File: src/rtl/arbitro_sumador_pkg.sv
// Shared types and constants for the arbitrated 64-bit adder.
package arbitro_sumador_pkg;

  localparam int ANCHO_DATO = 64;

  typedef logic [ANCHO_DATO-1:0] dato_t;

  typedef enum logic {VACIO, LLENO} estado_t;

endpackage

File: src/rtl/arbitro_rr.sv
// Combinational round-robin grant: first requester at or after ptr, modulo NREQ.
module arbitro_rr #(
  parameter int NREQ = 4,
  parameter int IDW  = $clog2(NREQ)
) (
  input  logic [NREQ-1:0] req,
  input  logic [IDW-1:0]  ptr,
  output logic [NREQ-1:0] grant,
  output logic [IDW-1:0]  grant_idx,
  output logic            any_grant
);

  logic [IDW-1:0] idx;

  // NOTE: every output gets a default before the search so no latch is inferred.
  always_comb begin
    grant     = '0;
    grant_idx = '0;
    any_grant = 1'b0;
    idx       = '0;
    for (int k = 0; k < NREQ; k++) begin
      idx = IDW'((int'(ptr) + k) % NREQ);
      if (!any_grant && req[idx]) begin
        grant[idx] = 1'b1;
        grant_idx  = idx;
        any_grant  = 1'b1;
      end
    end
  end

endmodule

File: src/rtl/sumador_64_bit.sv
// Plain 64-bit adder with carry-in and carry-out.
module sumador_64_bit (
  input  logic [63:0] a,
  input  logic [63:0] b,
  input  logic        cin,
  output logic [63:0] sum,
  output logic        cout
);

  assign {cout, sum} = {1'b0, a} + {1'b0, b} + {64'd0, cin};

endmodule

File: src/rtl/arbitro_sumador_64.sv
// Round-robin arbiter sharing one 64-bit adder among NREQ requesters,
// with a single registered result slot and a completed-transfer counter.
module arbitro_sumador_64
  import arbitro_sumador_pkg::*;
#(
  parameter  int NREQ = 4,
  localparam int IDW  = $clog2(NREQ)
) (
  input  logic                             clk,
  input  logic                             rst_n,
  input  logic [NREQ-1:0]                  req_valid,
  output logic [NREQ-1:0]                  req_ready,
  input  logic [NREQ-1:0][ANCHO_DATO-1:0]  req_a,
  input  logic [NREQ-1:0][ANCHO_DATO-1:0]  req_b,
  input  logic [NREQ-1:0]                  req_cin,
  output logic                             res_valid,
  input  logic                             res_ready,
  output dato_t                            res_sum,
  output logic                             res_cout,
  output logic [IDW-1:0]                   res_id,
  output logic [31:0]                      ops_count
);

  estado_t        estado;
  logic [IDW-1:0] ptr;
  logic [IDW-1:0] ptr_next;
  logic [31:0]    ops_count_q;
  logic           can_accept;
  logic [NREQ-1:0] req_gated;
  logic [NREQ-1:0] grant;
  logic [IDW-1:0] grant_idx;
  logic           any_grant;
  dato_t          add_a, add_b, add_sum;
  logic           add_cin, add_cout;

  assign res_valid  = (estado == LLENO);
  assign can_accept = (estado == VACIO) || res_ready;
  // Gating with rst_n keeps req_ready low for the whole reset, not just after an edge.
  assign req_gated  = req_valid & {NREQ{can_accept && rst_n}};
  assign req_ready  = grant;
  assign ops_count  = ops_count_q;
  assign ptr_next   = (grant_idx == IDW'(NREQ - 1)) ? '0 : grant_idx + IDW'(1);

  arbitro_rr #(.NREQ(NREQ), .IDW(IDW)) u_arbitro_rr (
    .req       (req_gated),
    .ptr       (ptr),
    .grant     (grant),
    .grant_idx (grant_idx),
    .any_grant (any_grant)
  );

  always_comb begin
    add_a   = '0;
    add_b   = '0;
    add_cin = 1'b0;
    if (any_grant) begin
      add_a   = req_a[grant_idx];
      add_b   = req_b[grant_idx];
      add_cin = req_cin[grant_idx];
    end
  end

  sumador_64_bit u_sumador_64_bit (
    .a    (add_a),
    .b    (add_b),
    .cin  (add_cin),
    .sum  (add_sum),
    .cout (add_cout)
  );

  // NOTE: non-blocking assignments so every register samples pre-edge values.
  always_ff @(posedge clk or negedge rst_n) begin
    if (!rst_n) begin
      estado      <= VACIO;
      ptr         <= '0;
      res_sum     <= '0;
      res_cout    <= 1'b0;
      res_id      <= '0;
      ops_count_q <= '0;
    end else begin
      if (any_grant) begin
        res_sum  <= add_sum;
        res_cout <= add_cout;
        res_id   <= grant_idx;
        ptr      <= ptr_next;
      end
      case (estado)
        VACIO: if (any_grant) estado <= LLENO;
        LLENO: begin
          if (res_ready) begin
            ops_count_q <= ops_count_q + 32'd1;
            if (!any_grant) estado <= VACIO;
          end
        end
      endcase
    end
  end

endmodule

File: config.mk
export PLATFORM = sky130hd
export DESIGN_NAME = arbitro_sumador_64
export DESIGN_NICKNAME = d
export VERILOG_FILES = /design/src/rtl/arbitro_sumador_pkg.sv /design/src/rtl/arbitro_rr.sv /design/src/rtl/sumador_64_bit.sv /design/src/rtl/arbitro_sumador_64.sv
export SDC_FILE = /design/constraint.sdc
export NUM_CORES = 1
export LEC_CHECK = 0
export ABC_AREA = 1
export CORE_AREA = 2 2 247 249
export DETAILED_ROUTE_END_ITERATION = 12
export DIE_AREA = 0 0 249 251
export HOLD_SLACK_MARGIN = 0.05
export MAX_ROUTING_LAYER = met4
export PLACE_DENSITY = 0.53
export SYNTH_ARGS = -nofsm -noshare
export SYNTH_HDL_FRONTEND = slang
export SYNTH_HIERARCHICAL = 1
export SYNTH_SLANG_ARGS = --single-unit
export TNS_END_PERCENT = 30
File: constraint.sdc
create_clock -name clk -period 5.9 [get_ports clk]
set_input_delay 1.18 -clock clk [delete_from_list [all_inputs] [get_ports clk]]
set_output_delay 1.18 -clock clk [all_outputs]
set_load 0.005 [all_outputs]
==> reports/metrics.yaml, run 1 <==
logic_synthesis:
  syn-num-nets: 3341
  fraction_of_registers_with_async_set_or_reset_after_synthesis_pct: 100.0
  mappedNetlistArea_um2: 14780
  yosysSeqAreaShare_pct: 17.27
  syn-instance-count: 2746
  synthesis.yosys.warnings: 6
  avgSynthCellArea_um2: 5.381
  synth_top_flop_cell: "sky130_fd_sc_hd__dfrtp_1"
  synth-edff-count: 0
  post_synth_num_cell_types: 37
  postSynthRegisterBits: 102
clocking:
  number_of_buffers_created_by_cts: 9
  ctsHtreeMaxLevel: 3
  numClockSinks: 102
  ctsHoldBuffers: 0
  clk_transition_reported_paths_ns: 0.07
  clk-insertion-delay-late_ns: 0.38
  clock-root-buffer: "sky130_fd_sc_hd__clkbuf_16"
  clock_tree_from_tritoncts: "done"
  clock_tree.buffer_depth: 2
routing:
  total_wirelength_of_the_detailed_routed_design_mm: 91.58
  vias: 20430
  drc_violations: 0
  avgViaCountPerCell: 4.668
  antenna_violating_nets_post_route: 0
  topRoutingLayerUsed: "met4"
  drt_first_iter_violations: 1560
  number_of_detailed_route_iterations_in_the_first_pass: 7
  m1WireLength_mm: 41.22
  route.met2.wl_mm: 41.73
  routed-wl-met3_mm: 6.742
  drt-wirelength-per-cell_um: 20.92
global_routing:
  grt_max_degree: 68
  first_global_vias: 19660
  grt-ovfl-total: 0
  first_pass_grt_wire_length_mm: 131.1
  number_of_antenna_violations_at_the_first_check_in_global_routing: 23
  total_grt_usage_pct: 29.39
floorplanning:
  fp.dieH_um: 251
  placementRows: 90
  initial_core_util_pct: 24.71
  die_area_um2: 62500
  io_pins: 627
  chipWidth_um: 249
  floorplan.core_area_um2: 59790
placement:
  dp_cells: 4342
  global_placement_routability_congestion: 0.9782
  hpwl_mm: 80.48
  io_buffer_count: 626
timing:
  maxSlewViolCount: 0
  setup-tns-final_ns: 0
  slew_headroom_pct: 50.61
  pin_slew_with_the_least_headroom_to_its_limit_ns: 0.7409
  period_needed_ns: 5.646
  report.final.hold_viol_count: 0
  finalClockSkew_ns: 0.02531
  maximum_frequency_from_static_timing_analysis_mhz: 177.1
  final.period_utilization_pct: 95.69
  final-setup-viol-count: 0
worst_setup_path:
  r2r_start: "ptr[0]"
  cpPeakStageDelay_ns: 0.48
  timing.critical_path.from_type: "input port"
  reg2reg_depth: 26
  crit_required_ns: 6.20
  cpMostUsedCell: "sky130_fd_sc_hd__nand2_1"
  criticalPathCategory: "in2reg"
  cp_slowest_cell: "sky130_fd_sc_hd__clkdlybuf4s50_1"
  kind_of_capture_point_of_the_worst_setup_path: "register"
  r2r_setup_slack_ns: 0.84
  worst_r2r_endpoint: "res_sum[29]"
  cp.arrival_ns: 5.95
  maximum_net_fanout_on_the_critical_path: 30
status:
  outcome: "completed"
finish:
  mostFrequentLayoutCell: "sky130_fd_sc_hd__nand2_1"
  commonest_cells_after_routing_fill_and_taps_aside: "sky130_fd_sc_hd__nand2_1 (901), sky130_fd_sc_hd__clkdlybuf4s50_1 (625), sky130_fd_sc_hd__nor2_1 (576)"
  share_of_final_layout_standard_cells_stronger_than_drive_strength_1_pct: 10.73
  num-fill-cells: 6631
  nNetsFinal: 4168
  syn_to_final_growth_pct: 65.14
  multi_input_comb_area_um2: 10360
  final-instance-count-excl-fill: 4377
  layout.area.seq_um2: 2552
hold_path:
  worst_hold_start: "res_sum[20]"
  hold_path_class: "reg2reg"
  holdPathEnd: "res_sum[20]"
  hold_path_cells: 2
run:
  maxCapViolations: 0
## cells by family (layout without fill, tap and decap cells)
logic type               count (synthesis)  count (layout)  share of synthesized area, %
XOR/XNOR                                52              52                         3.082
flip-flops                             102             102                         17.27
other                                    0              17                             0
buffers and inverters                  487            1319                         13.37
adder cells (fa/ha/maj)                 72              72                         6.198
AND/OR/NAND/NOR                       1645            1645                         44.18
AO/OA/AOI/OAI                          388             388                         15.89
## Yosys cell counts, types with 14 or more instances
| cell type | number | area share, % |
|---|---|---|
| sky130_fd_sc_hd__ha_1 | 70 | 5.9 |
| sky130_fd_sc_hd__dfrtp_1 | 102 | 17 |
| sky130_fd_sc_hd__o32ai_2 | 14 | 1.5 |
| sky130_fd_sc_hd__nand4_1 | 24 | 1.0 |
| sky130_fd_sc_hd__buf_4 | 16 | 0.81 |
| sky130_fd_sc_hd__xor2_1 | 40 | 2.4 |
| sky130_fd_sc_hd__inv_1 | 376 | 9.6 |
| sky130_fd_sc_hd__nor2_1 | 579 | 15 |
| sky130_fd_sc_hd__o21ai_0 | 158 | 5.4 |
| sky130_fd_sc_hd__nand3_1 | 82 | 2.8 |
| sky130_fd_sc_hd__nand2_1 | 902 | 23 |
| sky130_fd_sc_hd__clkbuf_1 | 42 | 1.1 |
| sky130_fd_sc_hd__o32ai_1 | 59 | 3.5 |
| sky130_fd_sc_hd__nor3_1 | 19 | 0.64 |
| sky130_fd_sc_hd__o21ai_1 | 34 | 1.2 |
| sky130_fd_sc_hd__buf_2 | 38 | 1.3 |
| sky130_fd_sc_hd__a21oi_1 | 112 | 3.8 |
## sequential cells by signal, indices dropped and copies added, names as in the netlist
name / count
ptr: 2
res_valid: 1
res_sum: 64
res_cout: 1
res_id: 2
ops_count: 32
## worst max path at each step
stage                          from           to  slack (ns)  cells past startpoint
after floorplan           res_ready     res_cout        0.92                     27
after global placement    res_ready  res_sum[63]       -0.34                     31
after detailed placement  res_ready  res_sum[63]       -0.37                     31
after CTS                 res_ready  res_sum[63]        0.02                     30
after global routing      res_ready  res_sum[33]      -0.002                     35
final                     res_ready  res_sum[29]        0.25                     30
## worst max-delay path, delay by kind of cell
| family | cells | cell delay (ns) |
|---|---|---|
| fa+ha+maj | 1 | 0.38 |
| simple gates | 17 | 2.18 |
| compound gates | 2 | 0.31 |
| buf+inv | 9 | 1.48 |
| xor+xnor | 1 | 0.39 |
## through the flow
stage | utilization [%] | hold slack [ns] | instance area, um2 | setup slack (ns)
2_1_floorplan | - | 0.4654 | 14780 | 0.9247
3_3_place_gp | 40.03 | 0.4530 | 23940 | -0.3450
6_report | 40.81 | 0.4741 | 24400 | 0.2542
5_1_grt | 40.78 | 0.4884 | 24390 | -0.002015
4_1_cts | 40.57 | 0.4761 | 24260 | 0.02465
3_5_place_dp | 40.03 | 0.4581 | 23940 | -0.3747
## layout make-up
type | count | share of cell area [%]
diodes | 17 | 0.1743
flip-flops and latches | 102 | 10.46
inverters | 381 | 5.902
clock buffers | 9 | 0.9229
well taps | 782 | 4.010
multi-input cells | 2157 | 42.46
repair buffers | 922 | 35.70
clock inverters | 7 | 0.3743
## metal layers
metal / global-route usage [%] / up-vias
met5: - / -
met4: 6.805 / 0
met3: 4.856 / 71
met2: 47.14 / 739
met1: 38.66 / 9354
li1: - / 10270
## timing repair
item | 4_1_cts | 5_1_grt
pin swaps | 0 | 2
setup buffers | 0 | 2
setup endpoints to repair | 1 | 50
resized for setup | 1 | 14
Power of run 1 is not shown: default switching activity piles up to over one toggle a cycle in this logic, so the estimate is an artifact.
==> run 2: changes to the inputs <==
--- a/config.mk
+++ b/config.mk
@@ -5,13 +5,12 @@
 export SDC_FILE = /design/constraint.sdc
 export NUM_CORES = 1
 export LEC_CHECK = 0
-export ABC_AREA = 1
-export CORE_AREA = 2 2 247 249
+export ABC_AREA = 0
+export CORE_AREA = 2 2 246 248
 export DETAILED_ROUTE_END_ITERATION = 12
-export DIE_AREA = 0 0 249 251
+export DIE_AREA = 0 0 248 250
 export HOLD_SLACK_MARGIN = 0.05
-export MAX_ROUTING_LAYER = met4
-export PLACE_DENSITY = 0.53
+export PLACE_DENSITY = 0.49
 export SYNTH_ARGS = -nofsm -noshare
 export SYNTH_HDL_FRONTEND = slang
 export SYNTH_HIERARCHICAL = 1
==> reports/metrics.yaml, run 2 <==
status:
  outcome: "finished with violations"
  failing_checks: "setup timing"
logic_synthesis:
  avgSynthCellArea_um2: 10.22
  post_synth_num_cell_types: 73
  synth-edff-count: 0
  netlist_top_cells_area: "sky130_fd_sc_hd__mux4_2 (24%), sky130_fd_sc_hd__dfrtp_1 (21%), sky130_fd_sc_hd__ha_1 (7.2%)"
  synth_top_flop_cell: "sky130_fd_sc_hd__dfrtp_1"
  synth_largest_type_area_fraction_pct: 24.20
  yosysTopAreaCell: "sky130_fd_sc_hd__mux4_2"
  mappedNetlistArea_um2: 12190
  yosys-top-cells-count: "sky130_fd_sc_hd__and2_1 (134), sky130_fd_sc_hd__mux4_2 (131), sky130_fd_sc_hd__dfrtp_1 (102)"
  synth.most_common_cell: "sky130_fd_sc_hd__and2_1"
  fraction_of_registers_with_async_set_or_reset_after_synthesis_pct: 100.0
  postSynthRegisterBits: 102
  syn-instance-count: 1193
  synthesis.yosys.warnings: 6
  yosysSeqAreaShare_pct: 20.94
  syn-num-nets: 1788
clocking:
  clock-root-buffer: "sky130_fd_sc_hd__clkbuf_16"
  clock_tree.buffer_depth: 2
  number_of_buffers_created_by_cts: 9
  clk_transition_reported_paths_ns: 0.09
  ctsHtreeMaxLevel: 3
  numClockSinks: 102
  clk-insertion-delay-late_ns: 0.39
  clock_tree_from_tritoncts: "done"
finish:
  final-instance-count-excl-fill: 2879
  num-fill-cells: 5771
  largest_reg_flops: 64
  share_of_final_layout_standard_cells_stronger_than_drive_strength_1_pct: 35.72
  mostFrequentLayoutCell: "sky130_fd_sc_hd__clkdlybuf4s50_1"
  antennaDiodeCount: 0
  syn_to_final_growth_pct: 94.48
  finish.instance_area_um2: 23710
  commonest_cells_after_routing_fill_and_taps_aside: "sky130_fd_sc_hd__clkdlybuf4s50_1 (620), sky130_fd_sc_hd__buf_4 (289), sky130_fd_sc_hd__mux4_2 (132)"
  regMostFlops: "res_sum"
  post-route-util_pct: 39.80
  nNetsFinal: 2687
routing:
  total_wirelength_of_the_detailed_routed_design_mm: 56.94
  antenna_violating_nets_post_route: 0
  drt_first_iter_violations: 544
  number_of_detailed_route_iterations_in_the_first_pass: 5
  drt-wirelength-per-cell_um: 19.78
  avgViaCountPerCell: 4.634
  vias: 13340
  drc_violations: 0
placement:
  place_worst_setup_slack_ns: -1.497
  global_placement_routability_congestion: 0.8916
  io_buffer_count: 626
  hpwl_mm: 46.89
  postPlaceCellArea_um2: 21420
  dp_cells: 2797
global_routing:
  first_pass_grt_wire_length_mm: 84.86
  grt-ovfl-total: 0
  grt_max_degree: 65
  number_of_antenna_violations_at_the_first_check_in_global_routing: 1
  first_global_vias: 14310
  total_grt_usage_pct: 17.93
worst_setup_path:
  cp_slowest_cell: "sky130_fd_sc_hd__mux4_2"
  maximum_net_fanout_on_the_critical_path: 5
  cp_top_family: "compound AO/OA/AOI/OAI gates"
  cpPeakStageDelay_ns: 0.58
  timing.critical_path.from_type: "input port"
  kind_of_capture_point_of_the_worst_setup_path: "register"
  crit_required_ns: 6.18
  critPathBufInv: 6
  criticalPathCategory: "in2reg"
  cp.arrival_ns: 6.49
  cpMostUsedCell: "sky130_fd_sc_hd__buf_4"
hold_path:
  hold_path_class: "reg2reg"
floorplanning:
  die_area_um2: 62000
  io_pins: 627
  placementRows: 90
  chipWidth_um: 248
  initial_core_util_pct: 20.47
  fp.dieH_um: 250
  floorplan.core_area_um2: 59570
power_and_ir_drop:
  pwr-share-clk_pct: 3.6
  power_mw: 19.31
  internal_power_mw: 11.18
  netSwitchingPower_mw: 8.126
  powerDensity_nw_per_um2: 814.3
  seqPwrFrac_pct: 6.2
  p_leak_nw: 9.649
  netSwitchingFraction_pct: 42.09
  vdd_ir_drop_max_v: 0.0002805
  pwr-share-comb_pct: 90.2
timing:
  maxSlewViolCount: 0
  slew_headroom_pct: 32.79
  period_needed_ns: 6.209
  setup-tns-final_ns: -4.962
  maximum_frequency_from_static_timing_analysis_mhz: 161.1
  post-route-worst-setup-slack_ns: -0.3091
  grt_setup_unrepaired: "true"
  finalClockSkew_ns: 0.02241
  pin_slew_with_the_least_headroom_to_its_limit_ns: 0.9999
  final-setup-viol-count: 27
  final.period_utilization_pct: 105.2
  report.final.hold_viol_count: 0
  hold-worst-slack_ns: 0.4872
run:
  maxCapViolations: 0
run 2: changes by cell type after synthesis, sizes merged, moves of 133 or more:
cell | previous run | this run
and2 | 1 | 134
inv | 381 | 25
mux4 | 0 | 133
nand2 | 916 | 70
nor2 | 593 | 42
o21ai | 192 | 49
run 2: repair_timing:
action                     in CTS  in global routing
setup endpoints to repair      48                 39
gates resized for setup       211                 45
setup buffers                  45                 16
pin swaps                      74                 39
cloned                          9                  0
hold buffers                    0                  0
run 2: routing by layer:
layer  track usage [%]  wire length (um)
met1             22.11             23580
met2             31.61             28870
met3             2.441              2775
met4             6.313              1712
met5                 0                 0
run 2: cell type report:
class | count | area, um2 | share of cell area [%]
clock inverter | 7 | 102.6 | 0.4327
timing repair buffer | 965 | 9348 | 39.42
inverter | 25 | 96.34 | 0.4063
tap | 782 | 978.4 | 4.127
clock buffer | 9 | 225.2 | 0.9499
multi-input combinational | 989 | 10410 | 43.89
sequential | 102 | 2552 | 10.77
run 2: path summary, 6_finish.rpt:
path / slack, ns / to / cells past startpoint / start
max: -0.31 / res_sum[57] / 25 / req_valid[2]
min: 0.49 / ops_count[31] / 1 / ops_count[31]
max reg2reg: 0.27 / res_sum[57] / 25 / res_valid
min reg2reg: 0.49 / ops_count[31] / 1 / ops_count[31]
max in group asynchronous: 3.66 / res_sum[31] / 3 / rst_n
min in group asynchronous: 0.75 / res_id[0] / 2 / rst_n
run 2: cell families (layout without fill, tap and decap cells):
family / after synthesis / after routing / synth area share, %
AND/OR/NAND/NOR: 371 / 371 / 16.84
multiplexers: 206 / 206 / 31.36
flip-flops: 102 / 102 / 20.94
XOR/XNOR: 88 / 88 / 6.322
adder cells (fa/ha/maj): 72 / 72 / 7.512
buffers and inverters: 102 / 1006 / 3.520
AO/OA/AOI/OAI: 252 / 252 / 13.51
run 2: power by group through the flow:
stage	logic (mW)	clock network, mW	registers (mW)
floorplan	8.57	0	1.22
global placement	14.5	0	1.21
detailed placement	14.6	0	1.22
CTS	17.1	0.735	1.20
global route	18.9	0.752	1.24
finish	17.4	0.694	1.20
No activity file was read; power rests on OpenSTA's default activity.
==> run 3: changes to the inputs <==
--- a/config.mk
+++ b/config.mk
@@ -10,7 +10,7 @@
 export DETAILED_ROUTE_END_ITERATION = 12
 export DIE_AREA = 0 0 248 250
 export HOLD_SLACK_MARGIN = 0.05
-export PLACE_DENSITY = 0.49
+export PLACE_DENSITY_LB_ADDON = 0.3
 export SYNTH_ARGS = -nofsm -noshare
 export SYNTH_HDL_FRONTEND = slang
 export SYNTH_HIERARCHICAL = 1
==> reports/metrics.yaml, run 3 (synthesis gave the netlist of run 2 again) <==
status:
  outcome: "finished with violations"
  failing_checks: "setup timing"
floorplanning:
  floorplan.core_area_um2: 59570
  die_area_um2: 62000
  fp.dieH_um: 250
  initial_core_util_pct: 20.47
  chipWidth_um: 248
  placementRows: 90
  io_pins: 627
finish:
  post-route-util_pct: 38.96
  nNetsFinal: 2695
  final-instance-count-excl-fill: 2889
  finish.instance_area_um2: 23210
  share_of_final_layout_standard_cells_stronger_than_drive_strength_1_pct: 33.63
  regMostFlops: "res_sum"
  syn_to_final_growth_pct: 90.38
  largest_reg_flops: 64
  commonest_cells_after_routing_fill_and_taps_aside: "sky130_fd_sc_hd__clkdlybuf4s50_1 (620), sky130_fd_sc_hd__buf_4 (308), sky130_fd_sc_hd__mux4_2 (132)"
  mostFrequentLayoutCell: "sky130_fd_sc_hd__clkdlybuf4s50_1"
worst_setup_path:
  crit_required_ns: 6.18
  timing.critical_path.from_type: "input port"
  maximum_net_fanout_on_the_critical_path: 6
  cp.arrival_ns: 6.52
  criticalPathCategory: "in2reg"
  kind_of_capture_point_of_the_worst_setup_path: "register"
placement:
  dp_cells: 2819
  io_buffer_count: 626
  hpwl_mm: 46.93
  postPlaceCellArea_um2: 21560
  global_placement_routability_congestion: 0.8958
  place_worst_setup_slack_ns: -1.437
clocking:
  clk_transition_reported_paths_ns: 0.09
  clock_tree_from_tritoncts: "done"
  number_of_buffers_created_by_cts: 9
  numClockSinks: 102
  clk-insertion-delay-late_ns: 0.39
  ctsHoldBuffers: 0
  clock-root-buffer: "sky130_fd_sc_hd__clkbuf_16"
  ctsHtreeMaxLevel: 3
  clock_tree.buffer_depth: 2
timing:
  final.period_utilization_pct: 105.7
  maxSlewViolCount: 0
  finalClockSkew_ns: 0.01904
  period_needed_ns: 6.239
  report.final.hold_viol_count: 0
  maximum_frequency_from_static_timing_analysis_mhz: 160.3
  grt_setup_unrepaired: "true"
  post-route-worst-setup-slack_ns: -0.3392
  final-setup-viol-count: 31
  pin_slew_with_the_least_headroom_to_its_limit_ns: 0.9739
  slew_headroom_pct: 34.53
global_routing:
  number_of_antenna_violations_at_the_first_check_in_global_routing: 3
  grt_max_degree: 66
  first_global_vias: 14470
  total_grt_usage_pct: 17.65
  grt-ovfl-total: 0
  first_pass_grt_wire_length_mm: 84.31
run:
  maxCapViolations: 0
power_and_ir_drop:
  p_leak_nw: 9.546
  powerDensity_nw_per_um2: 790.8
  power_mw: 18.36
  vdd_ir_drop_max_v: 0.0005270
routing:
  m1WireLength_mm: 23.73
  number_of_detailed_route_iterations_in_the_first_pass: 5
  routed-wl-met3_mm: 2.577
  antenna_violating_nets_post_route: 0
  route.met2.wl_mm: 29.25
  vias: 13380
  topRoutingLayerUsed: "met5"
  drt-wirelength-per-cell_um: 19.48
  total_wirelength_of_the_detailed_routed_design_mm: 56.27
  drc_violations: 0
  drt_first_iter_violations: 594
  avgViaCountPerCell: 4.633
hold_path:
  hold_path_class: "reg2reg"
## run 3: changes by cell type in the layout (fill, tap and decap cells not counted), moves of 7 or more
cell / before / now
sky130_fd_sc_hd__ha_1: 39 / 53
sky130_fd_sc_hd__and2_1: 101 / 112
sky130_fd_sc_hd__a21oi_1: 52 / 61
sky130_fd_sc_hd__and2_4: 33 / 22
sky130_fd_sc_hd__ha_4: 31 / 17
sky130_fd_sc_hd__o21ai_0: 22 / 29
sky130_fd_sc_hd__a21oi_2: 24 / 16
sky130_fd_sc_hd__buf_4: 289 / 308
## run 3: final timing paths
| kind | startpoint | end | slack [ns] | cells after the start |
|---|---|---|---|---|
| max in group asynchronous | rst_n | res_sum[38] | 3.74 | 3 |
| max | res_ready | res_sum[42] | -0.34 | 27 |
| min reg2reg | ops_count[31] | ops_count[31] | 0.48 | 1 |
| min | ops_count[31] | ops_count[31] | 0.48 | 1 |
| min in group asynchronous | rst_n | ops_count[31] | 0.78 | 2 |
| max reg2reg | ptr[1] | res_sum[42] | 0.21 | 26 |
## run 3: final cells by class
cell class              count  area, um2
fillers                  5811      36360
multi-input cells         989      10070
repair buffers            973       9196
flip-flops and latches    102       2552
well taps                 782      978.4
clock buffers               9      225.2
inverters                  25      93.84
clock inverters             7      91.34
diodes                      2      5.005
## run 3: critical path, cell delays in order
cell and delay, ns:
sky130_fd_sc_hd__buf_6 0.10, sky130_fd_sc_hd__nand2b_4 0.15, sky130_fd_sc_hd__and3_4 0.17, sky130_fd_sc_hd__mux4_2 0.54, sky130_fd_sc_hd__and2b_2 0.25, sky130_fd_sc_hd__o21ai_2 0.19, sky130_fd_sc_hd__o31ai_4 0.13, sky130_fd_sc_hd__buf_12 0.16
sky130_fd_sc_hd__buf_6 0.11, sky130_fd_sc_hd__mux4_2 0.42, sky130_fd_sc_hd__and2_4 0.16, sky130_fd_sc_hd__fa_2 0.41, sky130_fd_sc_hd__fa_2 0.41, sky130_fd_sc_hd__a211oi_2 0.21, sky130_fd_sc_hd__o21bai_2 0.11, sky130_fd_sc_hd__buf_4 0.16
sky130_fd_sc_hd__a21oi_4 0.12, sky130_fd_sc_hd__o21ai_2 0.08, sky130_fd_sc_hd__a311oi_2 0.22, sky130_fd_sc_hd__buf_4 0.18, sky130_fd_sc_hd__o32ai_4 0.10, sky130_fd_sc_hd__nor2_2 0.17, sky130_fd_sc_hd__buf_4 0.13, sky130_fd_sc_hd__o21a_1 0.17
sky130_fd_sc_hd__o21ai_2 0.07, sky130_fd_sc_hd__xor2_1 0.15, sky130_fd_sc_hd__mux2_4 0.25
## run 3: per-layer routing
layer	up-vias	track usage (%)
li1	6385	-
met1	6617	21.75
met2	348	32.32
met3	32	2.323
met4	2	3.798
met5	-	0
## run 3: report_power, final
part | internal (mW) | total (mW) | switching, mW
Combinational | 9.13 | 16.5 | 7.36
Sequential | 1.04 | 1.20 | 0.167
Clock | 0.306 | 0.660 | 0.354
## run 3: through the flow
stage          hold WS [ns]  TNS, ns
6_report             0.4832   -6.285
5_1_grt              0.5078   -11.49
4_1_cts              0.4905   -4.903
3_5_place_dp         0.4787   -48.28
3_3_place_gp         0.4687   -47.11
2_1_floorplan        0.4682   -3.039
## run 3: repair_timing
action	CTS	global route
cloned	4	0
buffers inserted	32	17
setup endpoints to repair	48	39
gates resized for setup	125	62
pin swaps	59	42
